[src/rtl/prog_loader_ram.sv]
// Program RAM with a pin-driven loader: bytes strobed in on the pins fill consecutive words, then the CPU uses it as RAM.
// Optional build macro PROG_CHECKSUM_EN adds an XOR checksum of the words loaded in the current session.
//
// state | meaning
// ------+---------------------------------------------------------------
// IDLE  | CPU owns the RAM; waiting for the synchronised programming request
// LOAD  | loader accepts strobe edges and writes consecutive addresses
// DONE  | LOAD_WORDS words written; strobes ignored until programming drops
module prog_loader_ram #(
   parameter int DATA_W     = 8,
   parameter int ADDR_W     = 4,
   parameter int LOAD_WORDS = 16
) (
   input  logic              clk,
   input  logic              rst_n,
   input  logic              programming,
   input  logic              strobe,
   input  logic [DATA_W-1:0] data_in,
   output logic              ready,
   output logic              done_load,
   output logic [ADDR_W-1:0] load_addr,
   input  logic [ADDR_W-1:0] cpu_addr,
   input  logic [DATA_W-1:0] cpu_wdata,
   input  logic              cpu_we_n,
`ifdef PROG_CHECKSUM_EN
   output logic [DATA_W-1:0] checksum,
`endif
   output logic [DATA_W-1:0] cpu_rdata
);

   localparam int DEPTH = 1 << ADDR_W;
   localparam logic [ADDR_W-1:0] LAST_ADDR = ADDR_W'(LOAD_WORDS - 1);

   typedef enum logic [1:0] {
      ST_IDLE = 2'd0,
      ST_LOAD = 2'd1,
      ST_DONE = 2'd2
   } state_t;

   state_t            state_q, state_d;
   logic [ADDR_W-1:0] addr_q, addr_d;
   logic              prog_s1, prog_s2;
   logic              strb_s1, strb_s2, strb_s2_d;
   logic [DATA_W-1:0] data_s1, data_s2;
   logic              strb_edge;
   logic              load_we;
   logic              mem_we;
   logic [ADDR_W-1:0] mem_waddr;
   logic [DATA_W-1:0] mem_wdata;
   logic [DATA_W-1:0] mem [DEPTH];

   // data rides a two-stage pipe alongside strobe so the word lines up with its edge
   always_ff @(posedge clk or negedge rst_n) begin
      if (!rst_n) begin
         prog_s1   <= 1'b0;
         prog_s2   <= 1'b0;
         strb_s1   <= 1'b0;
         strb_s2   <= 1'b0;
         strb_s2_d <= 1'b0;
         data_s1   <= '0;
         data_s2   <= '0;
      end else begin
         prog_s1   <= programming;
         prog_s2   <= prog_s1;
         strb_s1   <= strobe;
         strb_s2   <= strb_s1;
         strb_s2_d <= strb_s2;
         data_s1   <= data_in;
         data_s2   <= data_s1;
      end
   end

   assign strb_edge = strb_s2 & ~strb_s2_d;

   always_ff @(posedge clk or negedge rst_n) begin
      if (!rst_n) begin
         state_q <= ST_IDLE;
         addr_q  <= '0;
      end else begin
         state_q <= state_d;
         addr_q  <= addr_d;
      end
   end

   // a programming drop outranks a coincident strobe edge
   always_comb begin
      state_d = state_q;
      addr_d  = addr_q;
      load_we = 1'b0;
      case (state_q)
         ST_IDLE: begin
            if (prog_s2) begin
               state_d = ST_LOAD;
               addr_d  = '0;
            end
         end
         ST_LOAD: begin
            if (!prog_s2) begin
               state_d = ST_IDLE;
               addr_d  = '0;
            end else if (strb_edge) begin
               load_we = 1'b1;
               addr_d  = addr_q + ADDR_W'(1);
               if (addr_q == LAST_ADDR) state_d = ST_DONE;
            end
         end
         ST_DONE: begin
            if (!prog_s2) begin
               state_d = ST_IDLE;
               addr_d  = '0;
            end
         end
         default: begin
            state_d = ST_IDLE;
            addr_d  = '0;
         end
      endcase
   end

   assign ready     = (state_q == ST_LOAD);
   assign done_load = (state_q == ST_DONE);
   assign load_addr = addr_q;

   assign mem_we    = load_we | ((state_q == ST_IDLE) & ~cpu_we_n);
   assign mem_waddr = load_we ? addr_q  : cpu_addr;
   assign mem_wdata = load_we ? data_s2 : cpu_wdata;

   always_ff @(posedge clk) begin
      if (mem_we) mem[mem_waddr] <= mem_wdata;
   end

   always_ff @(posedge clk or negedge rst_n) begin
      if (!rst_n) cpu_rdata <= '0;
      else        cpu_rdata <= mem[cpu_addr];
   end

`ifdef PROG_CHECKSUM_EN
   always_ff @(posedge clk or negedge rst_n) begin
      if (!rst_n)                            checksum <= '0;
      else if (state_q == ST_IDLE && prog_s2) checksum <= '0;
      else if (load_we)                      checksum <= checksum ^ data_s2;
   end
`endif

endmodule

[config.mk]
export PLATFORM = sky130hd
export DESIGN_NAME = prog_loader_ram
export DESIGN_NICKNAME = d
export VERILOG_FILES = /design/src/rtl/prog_loader_ram.sv
export SDC_FILE = /design/constraint.sdc
export NUM_CORES = 1
export LEC_CHECK = 0
export BUFFER_PORTS_ARGS = -buffer_cell sky130_fd_sc_hd__buf_2
export CAP_MARGIN = 20
export CORE_UTILIZATION = 32
export CTS_CLUSTER_SIZE = 14
export DETAILED_ROUTE_END_ITERATION = 8
export PLACE_DENSITY = 0.49
export REMOVE_ABC_BUFFERS = 1
export SYNTH_ARGS = -nofsm -noshare
export SYNTH_HDL_FRONTEND = slang
export SYNTH_SLANG_ARGS = --single-unit
export TNS_END_PERCENT = 5
[constraint.sdc]
create_clock -name clk -period 2 [get_ports clk]
set_clock_uncertainty 0.15 [all_clocks]
set_input_delay 0.3 -clock clk [delete_from_list [all_inputs] [get_ports clk]]
set_output_delay 0.3 -clock clk [all_outputs]
set_load 0.01 [all_outputs]
== Word-level counts from Yosys, hierarchy flattened ==
Memory sizes are Yosys's and may differ from the RTL's. A register that Yosys moved wholly into a read port is not among the register bits.
Cells that the tools add are included.

* Register bits: 27
* RAM bits: 128
* Bits of input ports: 25
* Output and inout bits: 14
* Memories kept: 1

{| class="wikitable"
|+ Memory list
! memory !! depth !! bits a word !! rd ports !! clocked after Yosys merged registers in !! wr ports !! line !! text
|-
| mem || 16 || 8 || 1 || 1 || 1 || 50 || <nowiki>logic [DATA_W-1:0] mem [DEPTH];</nowiki>
|}

* $add $sub $neg: 1
* Equal/unequal tests: 7
* Multiplexer cells: 18
* Bitwise logic cells: 5
* Reduce and logical (&&, ||, !) cells: 4

{| class="wikitable"
|+ Operators with widths
! kind !! count
|-
| two-way mux 4 bit || 5
|-
| case mux 4 bit (3 select lines) || 1
|-
| two-way mux 2 bit || 5
|-
| two-way mux 8 bit || 1
|-
| inequality test 3 x 2 -> 1 bit (second input constant) || 2
|-
| case mux 2 bit (3 select lines) || 1
|-
| two-way mux 1 bit || 5
|-
| adder 4 x 1 -> 4 bit (second input constant) || 1
|-
| equality test 4 bit (second input constant) || 1
|-
| inequality test 2 bit (second input constant) || 2
|-
| AND reduction 4 bit || 1
|-
| AND reduction 3 bit || 1
|-
| AND 1 bit || 2
|-
| equality test 2 x 1 -> 1 bit (second input constant) || 1
|-
| equality test 2 bit (second input constant) || 1
|-
| logical NOT 2 bit || 1
|-
| NOT 1 bit || 2
|-
| logical NOT 1 bit || 1
|-
| OR 1 bit || 1
|}

== Logic depth before layout (Yosys ltp) ==
Gate-level depths: netlist (run 1).

* Word-level depth: 8
* Depth in mapped cells: 6

== Least setup slack after synthesis (run 1) ==
OpenSTA, ideal clock, no wires.

* Path type: register to register
* Start point: reg state_q[1]
* End point: mem mem[7][0], enable pin
* Setup time: 375 ps
* Arrival: 1679 ps
* Data required time: 1475 ps
* Slack: -205 ps
* Stages on the path, launching flop included: 7
* Period minus slack after synthesis: 2205 ps
* Path through: dfrtp_1 and2b_1 and3_1 buf_2 buf_4 nand3_1 a21oi_1

* Cells in the longest elaborated chain, start to end: 5

{| class="wikitable"
|+ RTL lines
! element !! line !! text
|-
| start: declaration || 40 || <nowiki>state_t state_q, state_d;</nowiki>
|-
| start signal: assignment || 80 || <nowiki>state_q <= state_d;</nowiki>
|-
| equality test 2 x 1 -> 1 bit (*) || -- ||
|-
| named net ready || 19 || <nowiki>output logic ready,</nowiki>
|-
| two-way mux 1 bit (*) || 90 || <nowiki>case (state_q)</nowiki>
|-
| OR 1 bit || 124 || <nowiki>assign mem_we = load_we | ((state_q == ST_IDLE) & ~cpu_we_n);</nowiki>
|-
| two-way mux 1 bit || 129 || <nowiki>if (mem_we) mem[mem_waddr] <= mem_wdata;</nowiki>
|-
| two-way mux 1 bit (implied by the code) || 129 ||
|-
| end: declaration || 50 ||
|}

The timed path passes the listed nets; every way through them passes the cells marked *.

== Worst setup path in the final report (run 1) ==
* Start point: reg strb_s2_d
* End point: mem mem[10][7], enable pin

* Cells in the longest elaborated chain, start to end: 8

{| class="wikitable"
|+ RTL lines
! element !! line !! text
|-
| start: declaration || 43 || <nowiki>logic strb_s1, strb_s2, strb_s2_d;</nowiki>
|-
| start signal: assignment || 67 || <nowiki>strb_s2_d <= strb_s2;</nowiki>
|-
| NOT 1 bit (*) || 73 || <nowiki>assign strb_edge = strb_s2 & ~strb_s2_d;</nowiki>
|-
| AND 1 bit (*) || 73 ||
|-
| two-way mux 1 bit (*) || 101 || <nowiki>end else if (strb_edge) begin</nowiki>
|-
| two-way mux 1 bit (*) || 98 || <nowiki>if (!prog_s2) begin</nowiki>
|-
| two-way mux 1 bit (*) || 90 ||
|-
| OR 1 bit || 124 ||
|-
| two-way mux 1 bit || 129 ||
|-
| two-way mux 1 bit (implied by the code) || 129 ||
|}

Mark *: on every way between the ends. The rest lies on a longest branch, timed or not.

==> key figures, run 1 <==
Status
  – Status: complete, no violations

Pwr
  – Clock Power Share: a little over two fifths
  – Final Power: 7.562 mW
  – P_leak: 2.841 nW
  – P_int: 5.935 mW
  – Sequential power share: 49.8%
  – P_sw: approximately 1.6 mW
  – Comb power frac: 6.5%
  – Switching share of total power: 21.51%
  – PwrDens: 950.4 nW/um^2
  – VDD IR max: between 0.6 and 0.7 mV

Setup path
  – Crit path kind: reg2reg
  – CP Capture Type: flip-flop
  – Worst-path cell chain: nor2b_2 > a31oi_1 > or2_1 > buf_12 > a21oi_1 > buf_4
  – CP required: 1.98 ns
  – FF-to-FF path depth: 6
  – Critical path peak fanout: 16
  – Slowest CP cell: dfrtp_1
  – Crit start category: flip-flop
  – CP arrival: 1.89 ns
  – CP peak stage delay: about 0.38 ns

Placed design
  – Port Buffers: 38
  – GPL Wtd Cong: a little under 0.8
  – Placed cells: 678
  – Cell Area, Placed: 7217 sq um
  – Place WS: 0.01121 ns
  – Post-DP HPWL: 9.525 mm

Logic synthesis
  – Ys flop type: edfxtp_1
  – Yosys warns: 0
  – Asr flop ratio synth: a little over a fifth
  – Synth cell types: 32
  – Syn_area_per_cell: 17.70 sq um
  – Seq/Total Area, Yosys: around three quarters
  – #FFs+latches synth: roughly 160
  – Number of enable flip-flop cells after synthesis: 128
  – Cells after Synth: ~360
  – Post-Syn Area: between 6000 and 7000 sq um

GRT
  – Largest net degree at the start of global routing: 27
  – Gr usage total: 15.29%
  – Initial antenna violation count: 0
  – First-pass GRT wire length: 21.65 mm
  – Total grt overflow: 0
  – Vias in the first global route: between 3000 and 4000

Layout
  – Final instance count without filler cells: between 700 and 800
  – Most frequent cells in the layout: 128 x edfxtp_1, 38 x nand2_1, 38 x buf_2
  – Share of cells above drive strength 1: 32.68%
  – Design Area, Final: approximately 8000 sq um
  – Final nets: 475
  – Most common cell after layout, fill and taps aside: edfxtp_1
  – Fillers: 1714
  – Area Overhead vs Synth: 26.30%
  – Diode count: 0

Clocking
  – Clock-pin slew on the worst setup and hold paths: 0.06 ns
  – Worst-case clock buffer depth: 2
  – CTS tree: built
  – Clock buffer count from CTS: 17
  – Clock Latency Late Sink: 0.42 ns
  – # clock sinks: 163
  – Root Driver: clkbuf_16
  – H-tree levels: 4

Timing
  – Final setup fails: 0
  – Max-slew headroom: approximately two thirds
  – Final WS setup: 0.09151 ns
  – Final max-slew violation count: 0
  – Actual slew at the worst max-slew pin: 0.5105 ns
  – Final hold vios: 0
  – TNS Setup: 0 ns
  – Peak Freq: 524.0 MHz
  – Fin crit period: 1.908 ns
  – Tcrit/Tclk final: 95.42%

Route
  – Routed Antenna Nets: 0
  – Routed len/inst: just under 20 um
  – Number of remaining DRC errors: 0
  – Total Wirelength: 14.27 mm
  – DR vias/cell: 4.741
  – Drt first pass iters: 5
  – DR vias: between 3000 and 4000
  – 1st-iter DRT viols: just under 300

Floorplan
  – Chip height: between 100 and 150 um
  – Initial Util: 33.13%
  – Die area: 20250 sq um
  – Core area: 19020 sq um
  – Die span in x: 142.3 um
  – I/O pin count: 39
  – Site Rows: 50

Hold path
  – Hold path cells: 0
  – Hold Path Class: reg2reg

Run
  – Max-cap violations: 0
## worst max-delay path: cells and delay by family, from the launching register on
kind            cells  cell delay, ns
simple gates        2            0.45
flops               1            0.38
buf+inv             2            0.37
compound gates      2            0.26
## metal layers
metal  wire (um)  GRT usage, %  share of wire, %  up-vias
met1        6963         21.39                49     1727
met3         569         4.240               4.0       16
met4         274         5.263               1.9        0
met2        6460         22.88                45       90
met5           0             0                 0        -
li1            -             -                 -     1590
## logic make-up (layout without fill, tap and decap cells)
logic type               after synthesis  count (layout)  share of synthesized area, %
AO/OA/AOI/OAI                         41              41                         4.171
XOR/XNOR                               1               1                        0.1391
adder cells (fa/ha/maj)                1               1                        0.1986
buffers and inverters                 23             129                         1.887
flip-flops                           163             163                         74.92
multiplexers                          32              32                         11.44
AND/OR/NAND/NOR                       95              95                         7.249
## registers in the layout, indices dropped and copies added, names as in the netlist
name / cells
prog_s1: 1
state_q: 2
load_addr: 4
strb_s2: 1
strb_s1: 1
data_s2: 8
cpu_rdata: 8
prog_s2: 1
strb_s2_d: 1
data_s1: 8
mem: 128
## what timing repair did
item,in CTS,in global routing
hold endpoints to repair,26,0
setup endpoints to repair,0,122
hold buffers,11,0
gates resized for setup,0,5
setup buffers,0,1
## power by group through the flow
| stage | sequential (mW) | clock (mW) | combinational [mW] |
|---|---|---|---|
| floorplan | 3.84 | 0 | 0.179 |
| global placement | 3.83 | 0 | 0.483 |
| detailed placement | 3.83 | 0 | 0.485 |
| CTS | 3.76 | 3.36 | 0.502 |
| global route | 3.77 | 3.50 | 0.541 |
| finish | 3.76 | 3.30 | 0.495 |
## through the flow
step           hold slack [ns]  utilization (%)
6_report                0.1957            41.84
5_1_grt                 0.2009            41.84
4_1_cts                 0.1947            41.70
3_5_place_dp            0.1534            37.95
3_3_place_gp            0.1527            37.95
2_1_floorplan          -0.1456                -
## Yosys cell counts (all sizes together) (6+ instances only)
library cell | number | share of area [%]
clkbuf | 7 | 0.42
a21oi | 16 | 1.3
nand2 | 38 | 2.3
edfxtp | 128 | 61
nor2b | 10 | 0.99
a22oi | 16 | 1.9
mux4 | 32 | 11
dfrtp | 35 | 14
buf | 14 | 1.4
nor2 | 6 | 0.36
nand4 | 8 | 0.79
nand3 | 25 | 2.0
## area by class of cell
type | count | area, sq um | share of cell area [%]
tap | 260 | 325.3 | 4.089
sequential | 163 | 4720 | 59.32
inverter | 2 | 7.507 | 0.09435
clock buffer | 18 | 429.2 | 5.394
multi-input combinational | 170 | 1476 | 18.56
clock inverter | 14 | 173.9 | 2.186
timing repair buffer | 95 | 824.5 | 10.36
## path summary, 6_finish.rpt
path,from,to,slack [ns]
max in group asynchronous,rst_n,data_s1[3],0.95
setup / recovery,strb_s2_d,mem[10][7],0.09
hold reg to reg,data_s1[7],data_s2[7],0.20
min in group asynchronous,rst_n,data_s2[7],0.22
setup reg to reg,strb_s2_d,mem[10][7],0.09
hold / removal,data_s1[7],data_s2[7],0.20
No activity file was read; power rests on OpenSTA's default activity.
==> run 2: changes to the inputs <==
--- a/config.mk
+++ b/config.mk
@@ -10,7 +10,6 @@
 export CORE_UTILIZATION = 32
 export CTS_CLUSTER_SIZE = 14
 export DETAILED_ROUTE_END_ITERATION = 8
-export PLACE_DENSITY = 0.49
 export REMOVE_ABC_BUFFERS = 1
 export SYNTH_ARGS = -nofsm -noshare
 export SYNTH_HDL_FRONTEND = slang
==> run 2 against run 1 <==
- critical path depth increased by 1
- flip-flop and latch count is the same
- worst hold slack better by 0.0024 ns
- clock power shrank 7.6%
- setup slack lost 0.040 ns
- power down 3.4%
- combinational power about the same
- critical path type unchanged
- largest cell class unchanged
- highest routed layer unchanged
==> key figures, run 2 (synthesis results as in run 1) <==
Layout
  – Most frequent cells in the layout: 128 x edfxtp_1, 38 x nand2_1, 38 x buf_2
  – Diode count: 0
  – Design Area, Final: 7926 sq um
  – Most common cell after layout, fill and taps aside: edfxtp_1
  – Area of the multi-input gates: 1489 sq um
  – Area Overhead vs Synth: 25.82%
  – Largest register FFs: 128
  – Final instance count without filler cells: between 700 and 800
  – Fillers: 1712
  – Final nets: 473
  – Seq. cell area: between 4000 and 5000 sq um
  – Share of cells above drive strength 1: about a third
  – Most flops, register: mem
  – Final design utilization: 41.68%

Route
  – Drt first pass iters: 5
  – DR vias: roughly 3600
  – Total Wirelength: 14.54 mm
  – DR vias/cell: 5.011
  – Number of remaining DRC errors: 0
  – Routed len/inst: 20.25 um
  – 1st-iter DRT viols: 414
  – Routed Antenna Nets: 0

Hold path
  – Hold path cells: 0
  – Hold Path Class: reg2reg
  – Worst hold path endpoint: data_s2[6]
  – Hold Crit Start: data_s1[6]

Clocking
  – Root Driver: clkbuf_16
  – Worst-case clock buffer depth: 2
  – Clock buffer count from CTS: 17
  – Clock Latency Late Sink: 0.42 ns
  – H-tree levels: 4
  – Clock-pin slew on the worst setup and hold paths: 0.06 ns
  – CTS tree: built
  – # clock sinks: between 150 and 200

Placed design
  – Port Buffers: 38
  – Cell Area, Placed: 7202 sq um
  – Post-DP HPWL: 9.824 mm
  – Place WS: -0.009863 ns
  – GPL Wtd Cong: 0.8173
  – Placed cells: just under 700

Pwr
  – P_leak: 2.815 nW
  – VDD IR max: 0.6020 mV
  – Clock Power Share: 41.7%
  – Final Power: 7.308 mW
  – PwrDens: 921.9 nW/um^2
  – Switching share of total power: 21.00%
  – P_int: around 5.8 mW
  – Comb power frac: between 6 and 7%
  – Sequential power share: 51.6%
  – P_sw: 1.535 mW

Run
  – Max-cap violations: 0

Floorplan
  – Site Rows: 50
  – I/O pin count: 39
  – Initial Util: 33.13%
  – Core area: 19020 sq um
  – Chip height: approximately 140 um
  – Die area: between 20000 and 25000 sq um
  – Die span in x: 142.3 um

Timing
  – Final WS setup: 0.05167 ns
  – Fin crit period: 1.948 ns
  – Final max-slew violation count: 0
  – Max-slew headroom: 45.59%
  – Peak Freq: ~510 MHz
  – TNS Setup: 0 ns
  – Actual slew at the worst max-slew pin: 0.8161 ns
  – Fin Hold WS: between 0.15 and 0.2 ns
  – Final hold vios: 0
  – Final setup fails: 0
  – Tcrit/Tclk final: a little over nine tenths

Setup path
  – Crit start category: flip-flop
  – Critical path peak fanout: 25
  – Crit path kind: reg2reg
  – CP required: 1.98 ns
  – CP Capture Type: flip-flop
  – Worst R2R Setup Slack: 0.05 ns
  – FF-to-FF path depth: 7
  – R2R Path Start: strb_s2
  – Reg2reg end: mem[8][1]
  – CP arrival: 1.92 ns

GRT
  – Total grt overflow: 0
  – First-pass GRT wire length: 22.05 mm
  – Gr usage total: 15.52%
  – Vias in the first global route: 3629
  – Initial antenna violation count: 0
  – Largest net degree at the start of global routing: 36

Status
  – Status: complete, no violations
==> run 2: how the worst max path moves through the flow <==
stage	from	endpoint	slack, ns	cells past startpoint
after floorplan	state_q[1]	mem[7][0]	-0.41	4
after global placement	cpu_addr[0]	cpu_rdata[1]	-0.06	5
final	strb_s2	mem[8][1]	0.05	7
after global routing	strb_s2	mem[2][0]	-0.002	7
after detailed placement	cpu_addr[0]	cpu_rdata[1]	-0.01	5
after CTS	state_q[1]	mem[11][1]	0.02	6
==> run 2: power by group through the flow <==
stage / Sequential, mW / Clock (mW) / Combinational [mW]
2_1_floorplan: 3.84 / 0 / 0.179
3_3_place_gp: 3.84 / 0 / 0.470
3_5_place_dp: 3.84 / 0 / 0.476
4_1_cts: 3.77 / 3.10 / 0.495
5_1_grt: 3.77 / 3.25 / 0.532
6_report: 3.77 / 3.05 / 0.495
==> run 2: critical path, stage by stage (launching register included) <==
cell and delay [ns]:
dfrtp_1 0.38, nor2b_2 0.18, buf_4 0.14, nand3_1 0.11
buf_12 0.18, nand3_1 0.11, a21oi_2 0.20, buf_4 0.20
==> run 2: metal layers <==
metal  vias up  track usage, %  wire [um]
li1       1585               -          -
met3        17           3.970        972
met1      1831           20.51       6272
met4         0           5.150        142
met5         -               0          0
met2       165           24.95       7152
==> run 2: cell type report <==
class / instances / share of cell area, %
Sequential cell: 163 / 59.54
Multi-Input combinational cell: 170 / 18.78
Timing Repair Buffer: 93 / 10.58
Clock buffer: 19 / 5.462
Tap cell: 260 / 4.104
Clock inverter: 11 / 1.436
Inverter: 2 / 0.09471
==> run 2: repair_timing <==
action,CTS,global route
pin swaps,0,3
setup buffers,0,0
cloned,0,1
hold endpoints to repair,45,0
endpoints found under the setup margin,32,122
hold buffers,11,0
resized for setup,4,8
